**src/rtl/rj_loader_l.sv**
```systemverilog
// -----------------------------------------------------------------------------
// rj_loader_l
//   Left-channel rj coefficient loader. Deserialises DEPTH MSB-first words of
//   WORD_W bits from InputL and writes each word into the left rj coefficient
//   memory through a one-cycle write strobe. The memory samples row/Input on
//   the rising edge of that strobe.
//
// Ports
//   Sclk       in   system/serial clock, all logic on its rising edge
//   Reset_n    in   asynchronous active-low reset
//   Start      in   pulse: begin a load sequence (only honoured in IDLE/DONE)
//   Clear      in   pulse: abort and request a memory clear (beats Start/Frame)
//   Frame      in   word-start marker, high while the word MSB is on InputL
//   InputL     in   serial data, MSB first
//   rj_status  out  memory write strobe, high for exactly one cycle per word
//   row        out  memory row of the most recently completed word
//   Input      out  most recently completed word
//   clear_mem  out  memory clear request, held until the first strobe after
//                   Clear has fallen
//   rj_busy    out  high from an accepted Start until DONE
//   rj_done    out  high in DONE until the next Start/Clear
//   frame_err  out  sticky: Frame seen mid-word, cleared by Start/Clear
// -----------------------------------------------------------------------------
module rj_loader_l #(
    parameter int WORD_W = 16,
    parameter int DEPTH  = 16,
    parameter int ROW_W  = 4
) (
    input  logic              Sclk,
    input  logic              Reset_n,
    input  logic              Start,
    input  logic              Clear,
    input  logic              Frame,
    input  logic              InputL,
    output logic              rj_status,
    output logic [ROW_W-1:0]  row,
    output logic [WORD_W-1:0] Input,
    output logic              clear_mem,
    output logic              rj_busy,
    output logic              rj_done,
    output logic              frame_err
);

    localparam int BC_W = $clog2(WORD_W + 1);
    localparam logic [BC_W-1:0]  BC_ONE   = BC_W'(1);
    localparam logic [BC_W-1:0]  BC_LAST  = BC_W'(WORD_W - 1);
    localparam logic [BC_W-1:0]  BC_FULL  = BC_W'(WORD_W);
    localparam logic [ROW_W-1:0] CNT_LAST = ROW_W'(DEPTH - 1);

    typedef enum logic [2:0] {
        IDLE,
        WAIT_FRAME,
        SHIFT,
        STROBE,
        DONE
    } state_t;

    state_t              state_q,  state_d;
    // Only WORD_W-1 bits are held: the final bit is merged straight into the
    // output word in the cycle it arrives.
    logic [WORD_W-2:0]   shift_q,  shift_d;
    logic [BC_W-1:0]     bitcnt_q, bitcnt_d;
    logic [ROW_W-1:0]    cnt_q,    cnt_d;
    logic [ROW_W-1:0]    row_q,    row_d;
    logic [WORD_W-1:0]   word_q,   word_d;
    logic                strobe_q, strobe_d;
    logic                clr_q,    clr_d;
    logic                busy_q,   busy_d;
    logic                done_q,   done_d;
    logic                ferr_q,   ferr_d;

    always_ff @(posedge Sclk or negedge Reset_n) begin
        if (!Reset_n) begin
            state_q  <= IDLE;
            shift_q  <= '0;
            bitcnt_q <= '0;
            cnt_q    <= '0;
            row_q    <= '0;
            word_q   <= '0;
            strobe_q <= 1'b0;
            clr_q    <= 1'b0;
            busy_q   <= 1'b0;
            done_q   <= 1'b0;
            ferr_q   <= 1'b0;
        end else begin
            state_q  <= state_d;
            shift_q  <= shift_d;
            bitcnt_q <= bitcnt_d;
            cnt_q    <= cnt_d;
            row_q    <= row_d;
            word_q   <= word_d;
            strobe_q <= strobe_d;
            clr_q    <= clr_d;
            busy_q   <= busy_d;
            done_q   <= done_d;
            ferr_q   <= ferr_d;
        end
    end

    always_comb begin
        state_d  = state_q;
        shift_d  = shift_q;
        bitcnt_d = bitcnt_q;
        cnt_d    = cnt_q;
        row_d    = row_q;
        word_d   = word_q;
        clr_d    = clr_q;
        busy_d   = busy_q;
        done_d   = done_q;
        ferr_d   = ferr_q;

        if (Clear) begin
            state_d  = IDLE;
            bitcnt_d = '0;
            cnt_d    = '0;
            busy_d   = 1'b0;
            done_d   = 1'b0;
            ferr_d   = 1'b0;
            clr_d    = 1'b1;
        end else begin
            // The clear request retires as the first strobe after Clear ends,
            // so the memory still sees clear=1 on that strobe's rising edge.
            if (state_q == STROBE) begin
                clr_d = 1'b0;
            end

            case (state_q)
                IDLE, DONE: begin
                    if (Start) begin
                        state_d  = WAIT_FRAME;
                        bitcnt_d = '0;
                        cnt_d    = '0;
                        busy_d   = 1'b1;
                        done_d   = 1'b0;
                        ferr_d   = 1'b0;
                    end
                end

                WAIT_FRAME: begin
                    if (Frame) begin
                        shift_d  = (WORD_W-1)'(InputL);
                        bitcnt_d = BC_ONE;
                        state_d  = SHIFT;
                    end
                end

                SHIFT: begin
                    if (bitcnt_q == BC_FULL) begin
                        // Word already presented on Input/row for one cycle.
                        state_d = STROBE;
                    end else if (Frame) begin
                        // Misplaced marker: restart the word on this bit.
                        ferr_d   = 1'b1;
                        shift_d  = (WORD_W-1)'(InputL);
                        bitcnt_d = BC_ONE;
                    end else begin
                        shift_d  = {shift_q[WORD_W-3:0], InputL};
                        bitcnt_d = bitcnt_q + BC_ONE;
                        if (bitcnt_q == BC_LAST) begin
                            word_d = {shift_q, InputL};
                            row_d  = cnt_q;
                        end
                    end
                end

                STROBE: begin
                    bitcnt_d = '0;
                    if (cnt_q == CNT_LAST) begin
                        state_d = DONE;
                        busy_d  = 1'b0;
                        done_d  = 1'b1;
                    end else begin
                        cnt_d = cnt_q + 1'b1;
                        // A marker during the strobe opens the next word at once.
                        if (Frame) begin
                            shift_d  = (WORD_W-1)'(InputL);
                            bitcnt_d = BC_ONE;
                            state_d  = SHIFT;
                        end else begin
                            state_d = WAIT_FRAME;
                        end
                    end
                end

                default: begin
                    state_d = IDLE;
                end
            endcase
        end

        // Registered so the strobe is a clean flop output.
        strobe_d = (state_d == STROBE);
    end

    assign rj_status = strobe_q;
    assign row       = row_q;
    assign Input     = word_q;
    assign clear_mem = clr_q;
    assign rj_busy   = busy_q;
    assign rj_done   = done_q;
    assign frame_err = ferr_q;

endmodule

```
**config.mk**
```make
export PLATFORM = sky130hd
export DESIGN_NAME = rj_loader_l
export DESIGN_NICKNAME = d
export VERILOG_FILES = /design/src/rtl/rj_loader_l.sv
export SDC_FILE = /design/constraint.sdc
export NUM_CORES = 1
export LEC_CHECK = 0
export ABC_AREA = 1
export CELL_PAD_IN_SITES_DETAIL_PLACEMENT = 1
export CELL_PAD_IN_SITES_GLOBAL_PLACEMENT = 1
export CORE_MARGIN = 2
export CORE_UTILIZATION = 44
export CTS_CLUSTER_DIAMETER = 40
export DETAILED_ROUTE_END_ITERATION = 8
export PLACE_DENSITY = 0.95
export SLEW_MARGIN = 30
export SYNTH_ARGS = -nofsm -noshare
export SYNTH_HDL_FRONTEND = slang
export SYNTH_SLANG_ARGS = --single-unit
```
**constraint.sdc**
```tcl
create_clock -name Sclk -period 3.85 [get_ports Sclk]
set_clock_uncertainty 0.2 [all_clocks]
set_input_delay 0.385 -clock Sclk [delete_from_list [all_inputs] [get_ports Sclk]]
set_output_delay 0.385 -clock Sclk [all_outputs]
set_load 0.01 [all_outputs]
```
# --- Word-level counts from Yosys, hierarchy flattened ---
# Cells that the tools add are included.
classes:
  multipliers: 0
  addsub: 2
  n_lt_le_gt_ge: 0
  div: 0
  shifts: 0
  muxes: 38
  bitwise_logic: 3
  n_eq_ne: 16
  n_reduce_logical: 13
ops:
  columns: ["cell", "count"]
  rows:
  - ["15-bit 2-to-1 mux", 4]
  - ["15-bit case mux with 3 select lines", 1]
  - ["5-bit 2-to-1 mux", 5]
  - ["5-bit case mux with 4 select lines", 1]
  - ["3-bit 2-to-1 mux", 5]
  - ["3-bit inequality test, second input constant", 5]
  - ["1-bit 2-to-1 mux", 13]
  - ["4-bit 2-to-1 mux", 3]
  - ["3-bit case mux with 4 select lines", 1]
  - ["4-bit AND reduction", 3]
  - ["3-bit by 2-bit == test with 1-bit output, second input constant", 3]
  - ["3-bit nonzero test", 3]
  - ["4-bit case mux with 2 select lines", 1]
  - ["1-bit case mux with 2 select lines", 3]
  - ["3-bit AND reduction", 2]
  - ["5-bit by 1-bit adder with 5-bit output, second input constant", 1]
  - ["5-bit by 4-bit == test with 1-bit output, second input constant", 1]
  - ["5-bit == test, second input constant", 1]
  - ["5-bit AND reduction", 1]
  - ["5-bit nonzero test", 1]
  - ["4-bit by 1-bit adder with 4-bit output, second input constant", 1]
  - ["4-bit == test, second input constant", 1]
  - ["2-bit inequality test, second input constant", 2]
  - ["3-bit by 1-bit == test with 1-bit output, second input constant", 1]
  - ["other kinds (7)", 9]
word_totals:
  ramBits: 0
  rom_bits: 0
  input_bits: 6
  ff_bits: 52
  word_cells: 83
  latch_bits: 0
  mem_count: 0

# --- Longest topological paths before layout ---
logic_depth:
  word_depth: 5
  depth_mapped: 11
  depth_no_buf: 10

# --- Least setup slack after synthesis ---
# No wires, ideal clock.
synth_path:
  path_type: "register -> register"
  startpoint: "register bitcnt_q[0]"
  endpoint: "register shift_q[10]"
  t_arrival_ns: 1.434
  setup_ns: 0.116
  synth_period_minus_slack_ns: 1.750
  path_stages_with_launch: 12
  slack_ns: 2.100
  cell_sequence: "dfrtp_1 inv_1 ha_1 nand2_1 inv_1 nand2_1 inv_1 a21oi_4 nand2_4 buf_4 nand2_1 nand2_1"
synth_between:
  elab_chain_cells: 3
synth_lines:
  columns: ["element", "line_no", "source"]
  rows:
  - ["from (decl)", "62", "logic [BC_W-1:0] bitcnt_q, bitcnt_d;"]
  - ["from (signal assigned)", "88", "bitcnt_q <= bitcnt_d;"]
  - ["5-bit == test", "148", "if (bitcnt_q == BC_FULL) begin"]
  - ["2-bit inequality test (no line)", null, null]
  - ["4-bit AND reduction (no line)", null, null]
  - ["to (signal assigned)", "87", "shift_q <= shift_d;"]
  - ["to (decl)", "61", "logic [WORD_W-2:0] shift_q, shift_d;"]
# No other way between the ends.
# A chain may end at the register's enable or synchronous reset.

# --- Worst setup path in the final report ---
layout_path:
  startpoint: "input Clear"
  endpoint: "register shift_q[8]"
layout_between:
  elab_chain_cells: 2
layout_lines:
  columns: ["element", "line_no", "source"]
  rows:
  - ["from (decl)", "32", "input logic Clear,"]
  - ["1-bit inverter (no line)", null, null]
  - ["4-bit AND reduction (no line)", null, null]
# No other way between the ends.

==> run summary <==
outcome - complete, no violations
Tmin final - 2210 ps
drt drc - 0
r2r endpoint - shift_q[8]
ranking of synthesized cells by area - dfrtp_1, nand2_1, nand3_1, inv_1, o21ai_1
Yosys top cell by area - dfrtp_1
Crit Path Class - primary input to flip-flop
worst reg2reg setup slack - 1650 ps
post-CTS setup buffer count - 0
Final Hold Vio Count - 0
routability congestion estimate - 0.869
#FFs+latches synth - 52
vias - 2173
met3 Use GR - 0.0330
Clock Tree Buf Depth - 2
Data arrival, critical path - 2210 ps
largest net degree at the start of global routing - 41
die width - 79.4 um
total track usage - 0.225
register area - 0.00130 mm2
Avg Vias per Cell - 5.20
initial antenna violation count - 0
CTS clk-pin slew, worst paths - 90 ps
M1 GR Usage - 0.277
met2 Resource Use GR - 0.387
CTS Root Buffer Type - clkbuf_8
drt pass-1 iters - 4
GRT overflow - 0
mapped cell area - 0.00250 mm2
H-tree depth - 2
Clock Latency Late Sink - 310 ps
RSZ-0062 raised after global routing - no
initial DRC count - 122
Hold WC Path Type - flip-flop to flip-flop
unique cell type count in the Yosys netlist - 27
R2R Path Start - bitcnt_q[0]
worst setup path start - Clear
Max Freq - 0.453 GHz
total CTS buffers - 5
CTS tree - built
final setup violation count - 0
area of the die - 0.00630 mm2
routed len/inst - 15.6 um
global-route wire length before repair - 11000 um
Pwr Density - 326 mW/mm2
hold slack final - 278 ps
Gate Count Post-Synth - 314
Worst Path Required - 3850 ps
maxcap violations - 0
Crit Path Max Fanout - 16
HPWL Detailed - 4420 um
GRT Max-Usage Layer - met2
site row count - 27
routed wire length - 6540 um
Filler Cell Count - 683
crit path to - shift_q[8]
top cell type's share of synthesized area - 0.521
R2R cell count - 10
number of global-route vias before repair - 2331
CTS Hold Buffers Added - 1
Slew Limit Fails - 0
die height - 79.4 um
post-route ant nets - 0
I/O pin cnt - 31
area delta synth->final - 17.8%
crit share post-route - 0.574
ant diodes - 0
startpoint types - primary input
Post-Syn Nets - 324
Multi-input gate area - 988 um2
CTS Sinks - 52
Worst Tran Pin Value - 687 ps
Leak - 1.44 nW
Initial Utilization - 0.454
port buffer count - 30
ratio of cells with drive above 1 in the final layout - 0.0809
mean area per synthesized cell - 7.96 um2
post-CTS sizing - 0
Crit. End Element - flip-flop
sequential area share after synthesis - 0.521
core area - 0.00551 mm2
max_slew headroom - 0.542
TNS Setup - 0 ps
maximum vdd drop - 0.153 mV
NumNets Final - 355
Ys Warns - 0
==> worst min path at each step <==
stage	from	endpoint	depth (start not counted)
detailed placement	rj_done	rj_done	2
global placement	rj_done	rj_done	2
floorplan	Reset_n	Input[0]	0
finish	rj_done	rj_done	2
CTS	rj_done	rj_done	2
global route	rj_done	rj_done	2
==> report_power, final <==
| part | switching (mW) | leakage, nW | total [mW] | internal [mW] |
|---|---|---|---|---|
| Combinational | 0.0645 | 0.675 | 0.0894 | 0.0249 |
| Sequential | 0.00743 | 0.716 | 0.561 | 0.554 |
| Clock | 0.182 | 0.0479 | 0.310 | 0.127 |
| Total | 0.254 | 1.44 | 0.960 | 0.706 |
==> cells in the mapped netlist <==
| cell | count |
|---|---|
| nand2_1 | 104 |
| dfrtp_1 | 52 |
| inv_1 | 37 |
| nand3_1 | 32 |
| nor2_1 | 26 |
| o21ai_1 | 21 |
| buf_2 | 7 |
| ha_1 | 4 |
| inv_2 | 3 |
| nand2_2 | 3 |
| nand4_1 | 3 |
| nor2_2 | 3 |
| a21oi_1 | 2 |
| nor3_1 | 2 |
| or2_2 | 2 |
| xor2_1 | 2 |
| a21oi_4 | 1 |
| and3_1 | 1 |
| buf_4 | 1 |
| buf_6 | 1 |
| clkinv_2 | 1 |
| nand2_4 | 1 |
| nand3_2 | 1 |
| nand4_2 | 1 |
| nor3_2 | 1 |
| nor4_1 | 1 |
| o22ai_1 | 1 |
==> layout make-up <==
type / count / share of cell area
clock buffers: 5 / 0.0234
clock inverters: 3 / 0.00638
inverters: 41 / 0.0527
multi-input cells: 212 / 0.336
flip-flops and latches: 52 / 0.442
well taps: 72 / 0.0306
repair buffers: 33 / 0.109
==> cells in the final DEF (no fill, tap or decap), drive strengths merged, types with 5 or more instances in the layout <==
cell / n
clkbuf: 5
o21ai: 21
nor2: 29
inv: 40
nand2: 108
clkdlybuf4s50: 29
dfrtp: 52
nand3: 33
==> through the flow <==
step | power, mW | utilization | setup slack, ps | instances | area (um2)
CTS | 0.969 | 0.534 | 1650 | 418 | 2940
finish | 0.960 | 0.534 | 1640 | 418 | 2940
global placement | 0.654 | 0.517 | 1450 | 409 | 2850
global route | 0.998 | 0.534 | 1520 | 418 | 2940
detailed placement | 0.659 | 0.517 | 1360 | 409 | 2850
floorplan | 0.622 | - | 2100 | 314 | 2500
==> sequential cells by signal (all words and copies together) (netlist names) <==
name and flops:
Input 16, shift_q 15, bitcnt_q 5, cnt_q 4, row 4, state_q 3, clear_mem 1, frame_err 1
rj_busy 1, rj_done 1, rj_status 1
==> cell families after synthesis <==
group,count (synthesis),synth area share
adder cells (fa/ha/maj),4,0.0200
flip-flops,52,0.521
buffers and inverters,50,0.0836
AND/OR/NAND/NOR,181,0.313
XOR/XNOR,2,0.00701
AO/OA/AOI/OAI,25,0.0551
==> worst max-delay path: stages <==
cell and delay [ps]:
clkdlybuf4s50_1 620, inv_2 270, nand3_2 130, a21oi_4 380, nand2_4 210, nand2_1 140, nand2_1 60
==> per-layer routing <==
layer	vias to the layer above	wire length, um
met5	-	0
met4	0	174
met3	14	245
met2	57	3330
met1	1062	2780
li1	1040	-
Note: power is estimated with default switching activity, not from simulation.
==> edit 1: new RTL, same settings <==
Re-encode `state_t` (5 states) as one-hot, 5 bits wide.
--- a/src/rtl/rj_loader_l.sv
+++ b/src/rtl/rj_loader_l.sv
@@ -47,12 +47,12 @@
     localparam logic [BC_W-1:0]  BC_FULL  = BC_W'(WORD_W);
     localparam logic [ROW_W-1:0] CNT_LAST = ROW_W'(DEPTH - 1);
 
-    typedef enum logic [2:0] {
-        IDLE,
-        WAIT_FRAME,
-        SHIFT,
-        STROBE,
-        DONE
+    typedef enum logic [4:0] {
+        IDLE       = 5'b00001,
+        WAIT_FRAME = 5'b00010,
+        SHIFT      = 5'b00100,
+        STROBE     = 5'b01000,
+        DONE       = 5'b10000
     } state_t;
 
     state_t              state_q,  state_d;
Function: no difference found for any inputs over 10 cycles, from zero or initial values and one cycle with Reset_n low; not proved beyond that.
==> edit 1 against the original RTL <==
- synthesized cell count shrank 0.64%
- largest power group unchanged
- clock power is essentially flat
- utilization shrank 0.89 points
- critical endpoint is now Input[0]
- setup slack lost 0.18 ns
- synthesized area grew 8.0%
- final area grew 5.7%
- sequential cell count grew 2
- routed wire length shrank 3.1%
- worst hold slack gained 0.0020 ns
- power grew 4.4%
- register-to-register slack lost 0.19 ns
==> edit 1: results (changes against the original RTL) <==
* Status: finished clean
* Hold path startpoint: clear_mem
* Largest net degree at the start of global routing at 32 (-22%)
* Total GRT Usage at 21.3% (-1.2 points)
* Clock root buffer: clkbuf_8
* CTS Buffer Depth at 2 (unchanged)
* Crit path DAT at 2.43 ns (+0.22 ns)
* Tightest Hold Check Type: flop to flop
* Post-synthesis compound-gate area fraction at 10.8% (+5.3 points)
* Vias in the first global route at 2,319 (-0.51%)
* Starting DRC count in detailed routing at 83 (-32%)
* Final Wtd Congestion at 0.820 (-5.6%)
* Post-synth top cells: 103 x nand2_1, 53 x dfrtp_1, 28 x nand3_1
* Switch share at 26.8% (+0.34 points)
* Final ANT Viol Nets at 0 (unchanged)
* Adder-cell share of the synthesized area at 1.85% (-0.15 points)
* Top delay family on crit path: simple AND/OR/NAND/NOR gates
* XOR/XNOR share of the synthesized area at 0.974% (+0.27 points)
* Instance count of the mapped netlist at 312 (-0.64%)
* Max H-tree Level at 2 (unchanged)
* Crit-path max FO at 21 (+5)
* Area contributors post-synth: dfrtp_1 49%, nand2_1 14%, nand3_1 5.2%
* Leak Pwr at 1.57 nW (+9.4%)
* Syn Nets at 322 (-0.62%)
* Synth cell types at 31 (+15%)
* Fin nets at 351 (-1.1%)
* DP HPWL at 4690 um (+6.0%)
* Crit path from: state_q[4]
* First-pass GRT wire length at 11,000 um (+0.37%)
* Synth Flop Type: dfrtp_1
* Slowest-stage cell, CP: nor2_2
* Ant diodes at 0 (unchanged)
* Slowest stage delay, CP at 0.60 ns (-0.02 ns)
* VDD IR max at 0.000146 V (-4.6%)
* Buffers on Ports at 30 (unchanged)
* Final Routed Wirelength at 6340 um (-3.1%)
* Max reg flops at 16 (unchanged)
* Mux cell area share after synthesis at 0% (unchanged)
* Asr flop ratio synth at 100% (unchanged)
* Placed Cells at 408 (-0.24%)
* Clk slew on worst S/H paths at 0.09 ns (about the same)
* Dpl cell area at 0.00302 mm^2 (+6.1%)
* Pwr Density at 322 mW/mm^2 (-1.3%)
* Sequential area share after synthesis at 50.1% (-2.0 points)
* Worst-Margin Slew at 0.709 ns (+0.0222 ns)
* WL/cell at 15.2 um (-2.6%)
* Vias post-DR at 2,188 (+0.69%)
* Share of layout cells above drive strength 1 at 14.4% (+6.3 points)
-- edit 1: changes by cell type in the layout (fill, tap and decap cells not counted), moves of 4 or more --
cell     unedited run  this run
o21ai_1            21        14
nor2_1             26        11
nand3_1            32        28
o21ai_0             0        13
inv_1              37        22
nand2_2             3         8
o21ai_2             0        15
-- edit 1: cells by family after synthesis --
family	Yosys count
DFF	54
adders and majority gates	4
AOI/OAI and AO/OA	46
xor gates and xnor gates	3
and+or+nand+nor	168
buffers and inverters	37
-- edit 1: metrics by stage --
stage	hold slack [ns]	power (mW)	setup slack, ns
2_1_floorplan	-0.111	0.659	2.09
3_3_place_gp	0.254	0.698	1.27
3_5_place_dp	0.258	0.703	1.17
4_1_cts	0.282	1.01	1.45
5_1_grt	0.329	1.04	1.19
6_report	0.280	1.00	1.46
-- edit 1: area by class of cell --
class / instances / area (um^2)
clock inverters: 2 / 15.0
flip-flops and latches: 54 / 1350
inverters: 25 / 93.8
clock buffers: 5 / 68.8
well taps: 75 / 93.8
repair buffers: 34 / 328
fillers: 703 / 2810
multi-input cells: 221 / 1160
-- edit 1: power by group through the flow --
stage | combinational (mW) | sequential, mW | clock, mW
global route | 0.118 | 0.589 | 0.336
CTS | 0.107 | 0.588 | 0.318
detailed placement | 0.105 | 0.599 | 0
global placement | 0.0997 | 0.598 | 0
finish | 0.106 | 0.588 | 0.309
floorplan | 0.0616 | 0.598 | 0
-- edit 1: worst register-to-register path, cell delays in order (launching register included) --
cell     delay [ns]
dfrtp_1        0.43
inv_2          0.07
nand2_2        0.06
nor2_4         0.12
nand2_4        0.10
nor2_8         0.22
nand2_2        0.28
nor2_2         0.61
nor2_1         0.08
a21oi_1        0.15
-- edit 1: path summary, 6_finish.rpt --
| path | end | slack [ns] | cells after the start |
|---|---|---|---|
| max | Input[0] | 1.46 | 9 |
| min | clear_mem | 0.28 | 2 |
| max reg2reg | Input[0] | 1.46 | 9 |
| min reg2reg | clear_mem | 0.28 | 2 |
| max in group asynchronous | Input[6] | 2.21 | 3 |
| min in group asynchronous | bitcnt_q[0] | 0.46 | 2 |
-- edit 1: metal layers --
metal,vias to the layer above,GRT usage (%),part of all wire [%]
met5,-,0,0
met3,14,3.59,3.0
li1,1067,-,-
met1,1067,26.0,44
met4,0,7.50,2.1
met2,40,37.9,51
-- edit 1: timing repair --
item / in CTS / in global routing
endpoints found under the hold margin: 29 / 0
hold buffers: 1 / 0
buffers inserted: 0 / 0
==> edit 2: new RTL, same settings <==
Without the edit above. The parameter `ROW_W` goes from 4 to 6.
--- a/src/rtl/rj_loader_l.sv
+++ b/src/rtl/rj_loader_l.sv
@@ -24,7 +24,7 @@
 module rj_loader_l #(
     parameter int WORD_W = 16,
     parameter int DEPTH  = 16,
-    parameter int ROW_W  = 4
+    parameter int ROW_W  = 6
 ) (
     input  logic              Sclk,
     input  logic              Reset_n,
Interface: changed (resized row); port bits go from 31 to 33. The function was not compared with the original's and may differ.
==> edit 2 against the original RTL <==
- routed wire length fell by 0.29%
- critical path type unchanged
- register-to-register slack got worse by 0.14 ns
- final area rose by 7.8%
- highest routed layer unchanged
- setup slack got worse by 0.38 ns
- sequential cell count rose by 4
- synthesized area rose by 8.9%
- power rose by 11%
- sequential share of layout area barely moved
- synthesized cell count rose by 5.4%
==> edit 2: results (changes against the original RTL) <==
* DP HPWL at 4590 um (+3.8%)
* Largest net degree at the start of global routing at 45 (+9.8%)
* Max H-tree Level at 2 (unchanged)
* Sequential area share after synthesis at 51.5% (-0.58 points)
* Number of buffers created by CTS at 5 (unchanged)
* Clk slew on worst S/H paths at 0.10 ns
* Vias post-DR at 2,252 (+3.6%)
* Crit path DAT at 2.59 ns (+0.38 ns)
* Dpl cell area at 0.00305 mm^2 (+7.3%)
* Number of fill cells at 739 (+8.2%)
* Post-CTS Setup Inserts at 0 (unchanged)
* Total GRT Usage at 21.6% (-0.91 points)
* DRT Pass-1 Iters at 4 (unchanged)
* Ant diodes at 0 (unchanged)
* Relative slew slack at 41.6% (-13 points)
* Max reg flops at 16 (unchanged)
* Clock latency on the worst-skew pair at 0.31 ns (about the same)
* Dpl ws at 0.960 ns (-0.404 ns)
* Asr flop ratio synth at 100% (unchanged)
* Synth cell types at 25 (-7.4%)
* Buffers on Ports at 32 (+6.7%)
* Antenna violations before repair at 0 (unchanged)
* Final Wtd Congestion at 0.788 (-9.3%)
* Clock root buffer: clkbuf_8
* Crit-path max FO at 22 (+6)
* Area contributors post-synth: dfrtp_1 51%, nand2_1 14%, o21ai_1 5.1%
* Tightest Hold Check Type: flop to flop
* CTS Buffer Depth at 2 (unchanged)
* Share of layout cells above drive strength 1 at 7.22% (-0.87 points)
* Yosys top cell by area: dfrtp_1
* Status: finished clean
* Warnings from Yosys at 0 (unchanged)
* First-pass GRT wire length at 11,100 um (+1.6%)
* Fin nets at 369 (+3.9%)
* WL/cell at 15.0 um (-4.2%)
* Leak Pwr at 1.47 nW (+2.3%)
* Syn Nets at 341 (+5.2%)
* VDD IR max at 0.000168 V (+10%)
* Post-synth top cells: 104 x nand2_1, 56 x dfrtp_1, 33 x inv_1
* Starting DRC count in detailed routing at 132 (+8.2%)
## edit 2: cell types whose count changed after synthesis, moves of 4 or more
| cell | before | now |
|---|---|---|
| nand3_1 | 32 | 15 |
| nand4_1 | 3 | 18 |
| nor3_1 | 2 | 16 |
| nor2_1 | 26 | 17 |
| o21ai_1 | 21 | 28 |
| dfrtp_1 | 52 | 56 |
| inv_1 | 37 | 33 |
## edit 2: cell families after synthesis
kind of cell    after synthesis  share of synthesized area, %
compound gates               36                          6.71
flops                        56                          51.5
fa+ha+maj                     4                          1.84
buf+inv                      51                          8.32
xor+xnor                      2                         0.644
simple gates                182                          31.0
## edit 2: final timing paths
kind / start / to / slack, ns / cells past startpoint
max in group asynchronous: Reset_n / cnt_q[4] / 2.18 / 3
setup / recovery: Frame / shift_q[11] / 1.27 / 6
hold / removal: shift_q[5] / shift_q[5] / 0.28 / 2
min in group asynchronous: Reset_n / Input[14] / 0.45 / 2
setup reg to reg: state_q[2] / row[5] / 1.51 / 5
hold reg to reg: shift_q[5] / shift_q[5] / 0.28 / 2
## edit 2: repair_timing
| action | 4_1_cts | 5_1_grt |
|---|---|---|
| endpoints found under the hold margin | 31 | 0 |
| resized for setup | 0 | 0 |
| endpoints found under the setup margin | 0 | 0 |
| hold buffers | 1 | 0 |
## edit 2: metrics by stage
stage,hold slack (ns),instances
after floorplan,-0.111,331
after global placement,0.254,426
after detailed placement,0.258,426
after CTS,0.282,435
after global routing,0.306,435
final,0.279,435
## edit 2: report_power, final
part	internal [mW]	switching, mW
logic	0.0229	0.0619
registers	0.595	0.00750
clock network	0.193	0.185
## edit 2: worst max-delay path, stage by stage
cell	delay, ns
clkdlybuf4s50_1	1.04
nor2_1	0.20
nor2_4	0.36
nand3_2	0.35
nand2_1	0.18
nand2_1	0.07
## edit 2: routing by layer
layer | vias up | GRT usage [%] | wire, um
met4 | 0 | 7.54 | 129
met2 | 37 | 37.7 | 3320
met5 | - | 0 | 0
met3 | 11 | 4.35 | 168
met1 | 1076 | 26.6 | 2890
li1 | 1128 | - | -
## edit 2: area by class of cell
class	count	area (um^2)	share of cell area, %
Sequential cell	56	1400	44.2
Tap cell	75	93.8	2.96
Clock inverter	2	35.0	1.10
Inverter	38	143	4.50
Clock buffer	6	72.6	2.29
Multi-Input combinational cell	224	1090	34.5
Timing Repair Buffer	34	333	10.5
